File: src/rtl/cipher_round_ctrl.sv
// rtl/cipher_round_ctrl.sv - multi-round byte cipher sequencer with valid/ready handshakes
module cipher_round_ctrl #(
  parameter int unsigned ROUNDS = 4
) (
  input  logic       clk,
  input  logic       rst,
  input  logic       in_valid,
  output logic       in_ready,
  input  logic       mode,
  input  logic [7:0] data_in,
  input  logic [7:0] key,
  output logic       out_valid,
  input  logic       out_ready,
  output logic [7:0] data_out,
  output logic       busy,
  output logic [3:0] round_idx
);

  typedef enum logic [1:0] {IDLE, ROUND, DONE} state_t;

  localparam logic [3:0] LAST = 4'(ROUNDS - 1);

  state_t     state, state_nxt;
  logic [7:0] d_q, k_q;
  logic       m_q;
  logic [3:0] cnt_q;
  logic       last;
  logic [15:0] key_pair;
  logic [7:0] rkey, enc_x, d_round;

  assign last = (cnt_q == LAST);

  // Rotating the doubled key right and keeping the low byte gives ror by round_idx mod 8
  assign key_pair = {k_q, k_q} >> round_idx[2:0];
  assign rkey     = key_pair[7:0];
  assign enc_x    = d_q ^ rkey;
  assign d_round  = m_q ? ({d_q[6:0], d_q[7]} ^ rkey) : {enc_x[0], enc_x[7:1]};

  always_ff @(posedge clk or posedge rst) begin
    if (rst) begin
      state <= IDLE;
    end else begin
      state <= state_nxt;
    end
  end

  always_comb begin
    state_nxt = state;
    case (state)
      IDLE:    if (in_valid) state_nxt = ROUND;
      ROUND:   if (last) state_nxt = DONE;
      DONE:    if (out_ready) state_nxt = IDLE;
      default: state_nxt = IDLE;
    endcase
  end

  always_comb begin
    in_ready  = (state == IDLE);
    out_valid = (state == DONE);
    busy      = (state == ROUND) || (state == DONE);
    round_idx = 4'd0;
    if (state == ROUND) begin
      round_idx = m_q ? (LAST - cnt_q) : cnt_q;
    end
  end

  // Working register doubles as data_out; it only moves on acceptance or in ROUND
  always_ff @(posedge clk or posedge rst) begin
    if (rst) begin
      d_q   <= 8'h00;
      k_q   <= 8'h00;
      m_q   <= 1'b0;
      cnt_q <= 4'd0;
    end else begin
      case (state)
        IDLE: begin
          if (in_valid) begin
            d_q   <= data_in;
            k_q   <= key;
            m_q   <= mode;
            cnt_q <= 4'd0;
          end
        end
        ROUND: begin
          d_q   <= d_round;
          cnt_q <= last ? 4'd0 : cnt_q + 4'd1;
        end
        default: ;
      endcase
    end
  end

  assign data_out = d_q;

endmodule

File: config.mk
export PLATFORM = sky130hd
export DESIGN_NAME = cipher_round_ctrl
export DESIGN_NICKNAME = d
export VERILOG_FILES = /design/src/rtl/cipher_round_ctrl.sv
export SDC_FILE = /design/constraint.sdc
export NUM_CORES = 1
export LEC_CHECK = 0
export BUFFER_PORTS_ARGS = -buffer_cell sky130_fd_sc_hd__buf_2
export CAP_MARGIN = 20
export CORE_MARGIN = 2
export CORE_UTILIZATION = 55
export DETAILED_ROUTE_END_ITERATION = 7
export PLACE_DENSITY = 0.85
export SLEW_MARGIN = 20
export SYNTH_ARGS = -nofsm -noshare
export SYNTH_HDL_FRONTEND = slang
export SYNTH_SLANG_ARGS = --single-unit
File: constraint.sdc
create_clock -name clk -period 2.6 [get_ports clk]
set_input_delay 0.39 -clock clk [delete_from_list [all_inputs] [get_ports clk]]
set_output_delay 0.39 -clock clk [all_outputs]
set_load 0.01 [all_outputs]
==> metrics.txt, run 1 <==
# TYPE chip_impl_metric gauge
chip_impl_metric{name="n_antenna_cell",unit=""} 0
chip_impl_metric{name="worst-endpoint-required",unit="ns"} 2.21
chip_impl_metric{name="ys_ff_latch",unit=""} 23
chip_impl_metric{name="die_y",unit="um"} 61.16
chip_impl_metric{name="layout.nets",unit=""} 249
chip_impl_metric{name="asyncSetResetFlopFracSynth",unit="%"} 100.0
chip_impl_info{name="tritoncts",value="yes"} 1
chip_impl_metric{name="sequential_power_share",unit="%"} 25.6
chip_impl_metric{name="clk_transition_reported_paths",unit="ns"} 0.13
chip_impl_metric{name="vias_in_the_first_global_route",unit=""} 1474
chip_impl_metric{name="finalClockSkew",unit="ns"} 0.001456
chip_impl_metric{name="hpwlAfterDp",unit="um"} 2984
chip_impl_metric{name="period_share",unit="%"} 87.90
chip_impl_metric{name="setup_viol",unit=""} 0
chip_impl_info{name="outcome",value="finished, final reports clean"} 1
chip_impl_metric{name="layout.core_utilization",unit="%"} 66.63
chip_impl_metric{name="critical-path-max-stage-delay",unit="ns"} 0.41
chip_impl_metric{name="finalSetupTns",unit="ns"} 0
chip_impl_metric{name="layout-drive-gt1-share",unit="%"} 28.96
chip_impl_metric{name="synth.lib_cells_used.distinct",unit=""} 45
chip_impl_metric{name="first_pass_grt_wire_length",unit="um"} 6686
chip_impl_metric{name="crit_arrival",unit="ns"} 1.90
chip_impl_metric{name="cts_num_sinks",unit=""} 23
chip_impl_metric{name="grt_remaining_overflow",unit=""} 0
chip_impl_metric{name="timing_hold_violations_final",unit=""} 0
chip_impl_metric{name="total_switching_power",unit="uW"} 1444
chip_impl_metric{name="vias",unit=""} 1549
chip_impl_metric{name="synthesis.area_per_instance",unit="um^2"} 9.712
chip_impl_metric{name="final.min_clock_period",unit="ns"} 2.285
chip_impl_metric{name="area_delta_synth_final",unit="%"} 14.14
chip_impl_metric{name="die_area",unit="um^2"} 3740
chip_impl_metric{name="yosysWarnings",unit=""} 0
chip_impl_metric{name="synth_enable_flop_cells",unit=""} 0
chip_impl_metric{name="postCtsResizedCells",unit=""} 0
chip_impl_metric{name="cts_max_level",unit=""} 1
chip_impl_metric{name="power.share.switching",unit="%"} 48.44
chip_impl_metric{name="report.power.total",unit="uW"} 2981
chip_impl_metric{name="dr.first_iter.drc_count",unit=""} 105
chip_impl_metric{name="syn-num-nets",unit=""} 212
chip_impl_metric{name="groute.usage.overall",unit="%"} 23.86
chip_impl_metric{name="use_met3",unit="%"} 5.462
chip_impl_info{name="setup_repair_after_global_routing_missed_its_margin",value="no"} 1
chip_impl_metric{name="global_route.usage.met1",unit="%"} 28.89
chip_impl_metric{name="clkPwrFrac",unit="%"} 5.8
chip_impl_metric{name="fmaxAchievable",unit="MHz"} 437.6
chip_impl_metric{name="starting_density_of_the_core",unit="%"} 58.37
chip_impl_metric{name="mappedNetlistArea",unit="um^2"} 1797
chip_impl_metric{name="synth-seq-area-share",unit="%"} 32.03
chip_impl_metric{name="grt_start_max_net_pins",unit=""} 24
chip_impl_metric{name="total_leakage_power",unit="uW"} 0.0009219
chip_impl_info{name="setup.worst_path.start_class",value="flop"} 1
chip_impl_metric{name="last_weighted_congestion_value_of_the_routability_driven_placer",unit=""} 0.8714
chip_impl_metric{name="powerDensity",unit="nW/um^2"} 1453
chip_impl_info{name="slowest_cp_cell",value="sky130_fd_sc_hd__dfrtp_1"} 1
chip_impl_metric{name="drv.max_cap_violation_count",unit=""} 0
chip_impl_metric{name="antenna_violations_before_repair",unit=""} 0
chip_impl_metric{name="hold_buffers",unit=""} 0
chip_impl_info{name="synth-main-ff-cell",value="sky130_fd_sc_hd__dfrtp_1"} 1
chip_impl_metric{name="clk-insertion-delay-late",unit="ns"} 0.32
chip_impl_info{name="path_category_of_the_worst_min_delay_check",value="input port to asynchronous set/reset pin"} 1
chip_impl_metric{name="combPwrFrac",unit="%"} 68.6
chip_impl_metric{name="vias_per_cell",unit=""} 5.845
chip_impl_metric{name="cts_buf_count",unit=""} 3
chip_impl_metric{name="drt-wirelength-per-cell",unit="um"} 15.23
chip_impl_metric{name="postRouteWirelength",unit="um"} 4035
chip_impl_info{name="cts_root_buffer",value="sky130_fd_sc_hd__clkbuf_4"} 1
chip_impl_metric{name="worst_slew_margin_rel",unit="%"} 35.21
chip_impl_metric{name="core.rowCount",unit=""} 20
chip_impl_info{name="critical_setup_path_kind",value="flop to output pin"} 1
chip_impl_metric{name="count_of_boundary_i_o_pins",unit=""} 36
chip_impl_metric{name="design_area",unit="um^2"} 2051
chip_impl_metric{name="detail_route.first_pass.iterations",unit=""} 5
chip_impl_info{name="cp-end-kind",value="output pin"} 1
chip_impl_metric{name="placeableCoreArea",unit="um^2"} 3078
chip_impl_info{name="top_usage_layer",value="met2"} 1
chip_impl_metric{name="io_buffer_count",unit=""} 35
chip_impl_metric{name="multi_input_comb_area",unit="um^2"} 1136
chip_impl_metric{name="use_met2",unit="%"} 42.25
chip_impl_metric{name="worstPathMaxFanout",unit=""} 19
chip_impl_metric{name="seq_area",unit="um^2"} 575.6
chip_impl_metric{name="tightest_slew",unit="ns"} 0.9448
chip_impl_metric{name="cts.repair_timing.setup_buffer_count",unit=""} 0
chip_impl_metric{name="intPower",unit="uW"} 1537
chip_impl_metric{name="cts-root-to-sink-buffers",unit=""} 2
chip_impl_metric{name="placement.cell_area",unit="um^2"} 2022
chip_impl_metric{name="detail-route-antenna-nets",unit=""} 0
chip_impl_metric{name="timing.final.max_slew_violations",unit=""} 0
chip_impl_metric{name="synth_cells",unit=""} 185
chip_impl_info{name="series_of_cell_instances_along_the_critical_path",value="inv_1, ha_2, nand2_1, inv_2, buf_2"} 1
chip_impl_metric{name="layout.filler_cells",unit=""} 267
chip_impl_metric{name="max-vdd-ir-drop",unit="V"} 0.0008453
chip_impl_metric{name="chipWidth",unit="um"} 61.16
chip_impl_metric{name="drc",unit=""} 0
## power by group through the flow
| stage | combinational, uW | clock (uW) | sequential (uW) |
|---|---|---|---|
| floorplan | 1600 | 0 | 723 |
| global route | 2260 | 191 | 792 |
| CTS | 2040 | 176 | 758 |
| global placement | 1980 | 0 | 762 |
| finish | 2040 | 174 | 763 |
| detailed placement | 2020 | 0 | 767 |
## path summary, 6_finish.rpt
path                       slack (ns)                      end                  from  cells past startpoint
min reg2reg                      0.52     cnt_q[3]$_DFFE_PP0P_  cnt_q[3]$_DFFE_PP0P_                      1
min                              0.23       k_q[5]$_DFFE_PP0P_                   rst                      2
max                              0.31             round_idx[1]  state[1]$_DFFE_PP0P_                      5
max in group asynchronous        1.83  data_out[7]$_DFFE_PP0P_                   rst                      2
max reg2reg                      0.33  data_out[6]$_DFFE_PP0P_  state[1]$_DFFE_PP0P_                      7
min in group clk                 0.29       k_q[7]$_DFFE_PP0P_                key[7]                      2
## area by class of cell
class / count / area share (%)
tap: 44 / 2.685
clock buffer: 4 / 1.281
inverter: 10 / 1.830
timing repair buffer: 41 / 10.74
sequential: 23 / 28.07
multi-input combinational: 143 / 55.40
## registers in the layout, summed over array words and instances (netlist names)
signal and cells:
cnt_q 4, data_out 8, k_q 8, m_q 1, state 2
## worst max-delay path, delay by kind of cell, from the launching register on
family / cells / cell delay (ns)
fa+ha+maj: 1 / 0.39
buf+inv: 3 / 0.51
flops: 1 / 0.41
simple gates: 1 / 0.26
## cells in the mapped netlist, types with 2 or more instances
master	n	share of area, %
sky130_fd_sc_hd__clkbuf_1	5	1.0
sky130_fd_sc_hd__and2_1	2	0.70
sky130_fd_sc_hd__mux2i_1	15	8.4
sky130_fd_sc_hd__nand2_1	8	1.7
sky130_fd_sc_hd__nand2b_1	3	1.0
sky130_fd_sc_hd__a211oi_1	2	0.84
sky130_fd_sc_hd__xor2_1	14	6.8
sky130_fd_sc_hd__nand3_1	3	0.84
sky130_fd_sc_hd__a21boi_0	2	0.84
sky130_fd_sc_hd__nor3_1	5	1.4
sky130_fd_sc_hd__o21ai_0	6	1.7
sky130_fd_sc_hd__inv_2	2	0.42
sky130_fd_sc_hd__a221oi_1	2	0.98
sky130_fd_sc_hd__mux2_2	10	6.3
sky130_fd_sc_hd__xnor2_1	3	1.5
sky130_fd_sc_hd__a21oi_1	9	2.5
sky130_fd_sc_hd__dfrtp_1	23	32
sky130_fd_sc_hd__o221ai_1	7	3.4
sky130_fd_sc_hd__a31oi_1	2	0.70
sky130_fd_sc_hd__nor2_1	9	1.9
sky130_fd_sc_hd__nand3b_1	5	2.1
sky130_fd_sc_hd__a211oi_2	2	1.4
sky130_fd_sc_hd__nor3b_1	9	3.8
sky130_fd_sc_hd__buf_6	2	1.3
sky130_fd_sc_hd__ha_1	6	4.2
sky130_fd_sc_hd__nor2b_1	3	1.0
sky130_fd_sc_hd__inv_1	8	1.7
## stage by stage
step                      cells  hold slack, ns  setup WS [ns]
after floorplan             185          0.3919         0.4909
after global placement      261          0.5026         0.2842
after detailed placement    261          0.5065         0.2082
after CTS                   265          0.2747        0.08722
after global routing        265          0.2762         0.1470
final                       265          0.2344         0.3146
## layer usage
layer	vias to the layer above	wire [um]
met3	5	200
met1	747	1735
met4	0	47
met5	-	0
met2	51	2051
li1	746	-
## cell usage in the layout, fill, tap and decap left out, types with 2 or more instances in the layout
cell type	instances
sky130_fd_sc_hd__buf_2	35
sky130_fd_sc_hd__dfrtp_1	23
sky130_fd_sc_hd__mux2i_1	15
sky130_fd_sc_hd__xor2_1	14
sky130_fd_sc_hd__mux2_2	10
sky130_fd_sc_hd__nor2_1	9
sky130_fd_sc_hd__nor3b_1	9
sky130_fd_sc_hd__a21oi_1	9
sky130_fd_sc_hd__nand2_1	8
sky130_fd_sc_hd__inv_1	8
sky130_fd_sc_hd__o221ai_1	7
sky130_fd_sc_hd__o21ai_0	6
sky130_fd_sc_hd__buf_4	6
sky130_fd_sc_hd__nand3b_1	5
sky130_fd_sc_hd__nor3_1	5
sky130_fd_sc_hd__ha_1	5
sky130_fd_sc_hd__nand2b_1	3
sky130_fd_sc_hd__xnor2_1	3
sky130_fd_sc_hd__nand3_1	3
sky130_fd_sc_hd__nor2b_1	3
sky130_fd_sc_hd__clkbuf_4	3
sky130_fd_sc_hd__inv_2	2
sky130_fd_sc_hd__and2_1	2
sky130_fd_sc_hd__a211oi_2	2
sky130_fd_sc_hd__a21boi_0	2
sky130_fd_sc_hd__a31oi_1	2
sky130_fd_sc_hd__a211oi_1	2
sky130_fd_sc_hd__a221oi_1	2
## cell families (layout without fill, tap and decap cells)
group,after synthesis,count (layout),synth area share [%]
mux,26,26,15.25
flops,23,23,32.03
buf+inv,19,55,4.874
fa+ha+maj,6,6,4.178
xor+xnor,18,18,9.193
compound gates,42,42,18.31
simple gates,51,51,16.16
(Power assumes the default switching activity.)
==> inputs of run 2 (changes only) <==
--- a/config.mk
+++ b/config.mk
@@ -5,12 +5,13 @@
 export SDC_FILE = /design/constraint.sdc
 export NUM_CORES = 1
 export LEC_CHECK = 0
+export ABC_AREA = 1
 export BUFFER_PORTS_ARGS = -buffer_cell sky130_fd_sc_hd__buf_2
 export CAP_MARGIN = 20
 export CORE_MARGIN = 2
-export CORE_UTILIZATION = 55
+export CORE_UTILIZATION = 58
 export DETAILED_ROUTE_END_ITERATION = 7
-export PLACE_DENSITY = 0.85
+export PLACE_DENSITY = 0.81
 export SLEW_MARGIN = 20
 export SYNTH_ARGS = -nofsm -noshare
 export SYNTH_HDL_FRONTEND = slang
==> run 2 against run 1 <==
  * Sequential share of layout area shrank 5.1 points
  * Core utilization decreased by 2.9 points
  * Sequential power is 3.4% lower
  * Worst hold slack better by 0.074 ns
  * Worst setup slack worse by 0.093 ns
  * Count of clock-buffer cells in the layout did not move
  * Via count rose by 47%
  * Clock skew up 0.0064 ns
==> metrics.txt, run 2 <==
# TYPE chip_impl_metric gauge
chip_impl_metric{name="period_share",unit="%"} 91.49
chip_impl_info{name="regToRegStartpoint",value="state[1]$_DFFE_PP0P_"} 1
chip_impl_metric{name="die_y",unit="um"} 67.63
chip_impl_metric{name="io_buffer_count",unit=""} 35
chip_impl_metric{name="postRouteWirelength",unit="um"} 5839
chip_impl_metric{name="timing.final.max_slew_violations",unit=""} 0
chip_impl_metric{name="r2r_slack",unit="ns"} 0.27
chip_impl_metric{name="synth.lib_cells_used.distinct",unit=""} 27
chip_impl_info{name="series_of_cell_instances_along_the_critical_path",value="inv_1, ha_1, buf_4, nand2_2, inv_2, buf_2"} 1
chip_impl_metric{name="worstPathMaxFanout",unit=""} 21
chip_impl_info{name="critical_setup_path_kind",value="flop to output pin"} 1
chip_impl_metric{name="timing_hold_violations_final",unit=""} 0
chip_impl_metric{name="antenna_violations_before_repair",unit=""} 0
chip_impl_metric{name="mappedNetlistArea",unit="um^2"} 2349
chip_impl_metric{name="die_area",unit="um^2"} 4574
chip_impl_metric{name="max-vdd-ir-drop",unit="V"} 0.0009395
chip_impl_info{name="cp-end-kind",value="output pin"} 1
chip_impl_metric{name="ys_ff_latch",unit=""} 23
chip_impl_metric{name="dpl.cell_count",unit=""} 391
chip_impl_metric{name="detail_route.first_pass.iterations",unit=""} 5
chip_impl_metric{name="critical_path_depth",unit=""} 6
chip_impl_metric{name="chipWidth",unit="um"} 67.63
chip_impl_metric{name="first_pass_grt_wire_length",unit="um"} 10140
chip_impl_info{name="setup.worst_path.start_class",value="flop"} 1
chip_impl_metric{name="crit_arrival",unit="ns"} 1.99
chip_impl_metric{name="synth-seq-area-share",unit="%"} 24.51
chip_impl_metric{name="layout-drive-gt1-share",unit="%"} 26.96
chip_impl_info{name="cts_root_buffer",value="sky130_fd_sc_hd__clkbuf_8"} 1
chip_impl_metric{name="n_antenna_cell",unit=""} 0
chip_impl_metric{name="setup_viol",unit=""} 0
chip_impl_metric{name="postCtsResizedCells",unit=""} 0
chip_impl_metric{name="groute.usage.overall",unit="%"} 29.07
chip_impl_metric{name="synth_enable_flop_cells",unit=""} 0
chip_impl_metric{name="grt_remaining_overflow",unit=""} 0
chip_impl_metric{name="critical_path.n_buffers_inverters",unit=""} 4
chip_impl_info{name="slowest_cp_cell",value="sky130_fd_sc_hd__dfrtp_1"} 1
chip_impl_metric{name="grt_start_max_net_pins",unit=""} 24
chip_impl_metric{name="drc",unit=""} 0
chip_impl_metric{name="clk_transition_reported_paths",unit="ns"} 0.09
chip_impl_info{name="outcome",value="finished, final reports clean"} 1
chip_impl_metric{name="instances_no_fill",unit=""} 395
chip_impl_metric{name="detail-route-antenna-nets",unit=""} 0
chip_impl_info{name="setup_repair_after_global_routing_missed_its_margin",value="no"} 1
chip_impl_metric{name="hold_buffers",unit=""} 0
chip_impl_info{name="ys_top_cells_by_area",value="sky130_fd_sc_hd__dfrtp_1, sky130_fd_sc_hd__nand3_1, sky130_fd_sc_hd__nand3_2, sky130_fd_sc_hd__nand2_1, sky130_fd_sc_hd__nand2_4"} 1
chip_impl_info{name="yosysTopAreaCell",value="sky130_fd_sc_hd__dfrtp_1"} 1
chip_impl_metric{name="area_delta_synth_final",unit="%"} 6.926
chip_impl_info{name="critical_path.startpoint",value="state[1]$_DFFE_PP0P_"} 1
chip_impl_metric{name="last_weighted_congestion_value_of_the_routability_driven_placer",unit=""} 0.9811
chip_impl_metric{name="cts_num_sinks",unit=""} 23
chip_impl_info{name="rr_endpoint",value="data_out[6]$_DFFE_PP0P_"} 1
chip_impl_metric{name="worst_slew_margin_rel",unit="%"} 38.83
chip_impl_metric{name="cts_buf_count",unit=""} 3
chip_impl_metric{name="dr.first_iter.drc_count",unit=""} 277
chip_impl_metric{name="vias_per_cell",unit=""} 5.749
chip_impl_metric{name="worst-endpoint-required",unit="ns"} 2.21
chip_impl_info{name="synth-main-ff-cell",value="sky130_fd_sc_hd__dfrtp_1"} 1
chip_impl_info{name="mostFrequentLayoutCell",value="sky130_fd_sc_hd__nand3_1"} 1
chip_impl_info{name="most-common-layout-cells",value="sky130_fd_sc_hd__nand3_1, sky130_fd_sc_hd__nand2_1, sky130_fd_sc_hd__buf_2"} 1
chip_impl_metric{name="vias",unit=""} 2271
chip_impl_metric{name="core.rowCount",unit=""} 23
chip_impl_metric{name="cts-root-to-sink-buffers",unit=""} 2
chip_impl_metric{name="r2r_cells",unit=""} 12
chip_impl_metric{name="clk-insertion-delay-late",unit="ns"} 0.27
chip_impl_metric{name="cts_max_level",unit=""} 1
chip_impl_info{name="tritoncts",value="yes"} 1
chip_impl_metric{name="total_leakage_power",unit="uW"} 0.001235
chip_impl_metric{name="layout.nets",unit=""} 373
chip_impl_metric{name="powerDensity",unit="nW/um^2"} 1302
chip_impl_metric{name="synthesis.area_per_instance",unit="um^2"} 7.432
chip_impl_metric{name="synth_cells",unit=""} 316
chip_impl_metric{name="cts.repair_timing.setup_buffer_count",unit=""} 0
chip_impl_metric{name="placeableCoreArea",unit="um^2"} 3943
chip_impl_info{name="path_category_of_the_worst_min_delay_check",value="input port to asynchronous set/reset pin"} 1
chip_impl_metric{name="final.min_clock_period",unit="ns"} 2.379
chip_impl_metric{name="finalClockSkew",unit="ns"} 0.007878
chip_impl_info{name="critPathCapture",value="round_idx[2]"} 1
chip_impl_metric{name="syn-num-nets",unit=""} 343
chip_impl_metric{name="report.power.total",unit="uW"} 3270
chip_impl_metric{name="tightest_slew",unit="ns"} 0.9166
chip_impl_metric{name="asyncSetResetFlopFracSynth",unit="%"} 100.0
chip_impl_metric{name="drv.max_cap_violation_count",unit=""} 0
chip_impl_metric{name="vias_in_the_first_global_route",unit=""} 2135
chip_impl_metric{name="fmaxAchievable",unit="MHz"} 420.4
chip_impl_metric{name="yosysWarnings",unit=""} 0
chip_impl_metric{name="whs",unit="ns"} 0.3082
chip_impl_info{name="post-synth-top-count-cell",value="sky130_fd_sc_hd__nand3_1"} 1
chip_impl_metric{name="count_of_boundary_i_o_pins",unit=""} 36
chip_impl_metric{name="drt-wirelength-per-cell",unit="um"} 14.78
chip_impl_metric{name="hpwlAfterDp",unit="um"} 4640
chip_impl_info{name="family_with_the_most_delay_on_the_worst_path",value="buffers and inverters"} 1
chip_impl_metric{name="post_synth_top_area_share",unit="%"} 24.51
chip_impl_metric{name="critical-path-max-stage-delay",unit="ns"} 0.40
chip_impl_metric{name="finalSetupTns",unit="ns"} 0
chip_impl_metric{name="starting_density_of_the_core",unit="%"} 59.57
chip_impl_info{name="synth.cells.most_frequent",value="sky130_fd_sc_hd__nand3_1, sky130_fd_sc_hd__nand2_1, sky130_fd_sc_hd__nand3_2"} 1
==> run 2: power by group <==
group          total, uW  leakage (uW)  internal [uW]  switching [uW]
clock                232     0.0000228            109             122
sequential           737      0.000288            521             217
combinational       2300      0.000924            815            1490
==> run 2: worst min path at each step <==
stage / start / end / cells after the start / slack [ns]
floorplan: rst / cnt_q[0]$_DFFE_PP0P_ / 1 / 0.39
global placement: state[0]$_DFFE_PP0P_ / state[0]$_DFFE_PP0P_ / 2 / 0.54
detailed placement: data_out[0]$_DFFE_PP0P_ / data_out[0]$_DFFE_PP0P_ / 2 / 0.54
CTS: key[3] / k_q[3]$_DFFE_PP0P_ / 3 / 0.32
global route: key[5] / k_q[5]$_DFFE_PP0P_ / 3 / 0.33
finish: rst / k_q[2]$_DFFE_PP0P_ / 2 / 0.31
==> run 2: worst register-to-register path, cell delays in order, from the launching register on <==
cell	delay (ns)
sky130_fd_sc_hd__dfrtp_1	0.40
sky130_fd_sc_hd__inv_1	0.13
sky130_fd_sc_hd__ha_1	0.34
sky130_fd_sc_hd__nand2_1	0.19
sky130_fd_sc_hd__nor2_8	0.33
sky130_fd_sc_hd__inv_4	0.18
sky130_fd_sc_hd__nand3_1	0.16
sky130_fd_sc_hd__nand3_1	0.14
sky130_fd_sc_hd__nand3_1	0.12
sky130_fd_sc_hd__nand3_1	0.08
sky130_fd_sc_hd__nand3_1	0.11
sky130_fd_sc_hd__nand2_1	0.05
sky130_fd_sc_hd__nand2_1	0.06
==> run 2: layout make-up <==
cell class | instances | area (um^2)
clock buffer | 4 | 45.04
multi-input combinational | 246 | 1489
timing repair buffer | 41 | 220.2
sequential | 23 | 575.6
inverter | 31 | 118.9
tap | 50 | 62.56
fill | 354 | 1431
==> run 2: logic make-up (layout without fill, tap and decap cells) <==
logic type	after synthesis	after routing	synth area share (%)
and+or+nand+nor	219	219	55.46
buffers and inverters	47	76	12.09
AOI/OAI and AO/OA	21	21	4.741
adders and majority gates	6	6	3.197
DFF	23	23	24.51
==> run 2: layer usage <==
layer  track usage [%]  vias to the layer above  routed length [um]
li1                  -                     1153                   -
met1             40.78                     1031                2683
met2             47.55                       76                2764
met3             3.000                       11                 290
met4             7.398                        0                 100
met5                 0                        -                   0
==> run 2: through the flow <==
stage | setup slack [ns] | utilization (%) | instance area (um^2)
2_1_floorplan | 0.5916 | - | 2349
3_5_place_dp | 0.3000 | 62.55 | 2466
4_1_cts | 0.2109 | 63.69 | 2511
5_1_grt | 0.03634 | 63.69 | 2511
3_3_place_gp | 0.2886 | 62.55 | 2466
6_report | 0.2212 | 63.69 | 2511
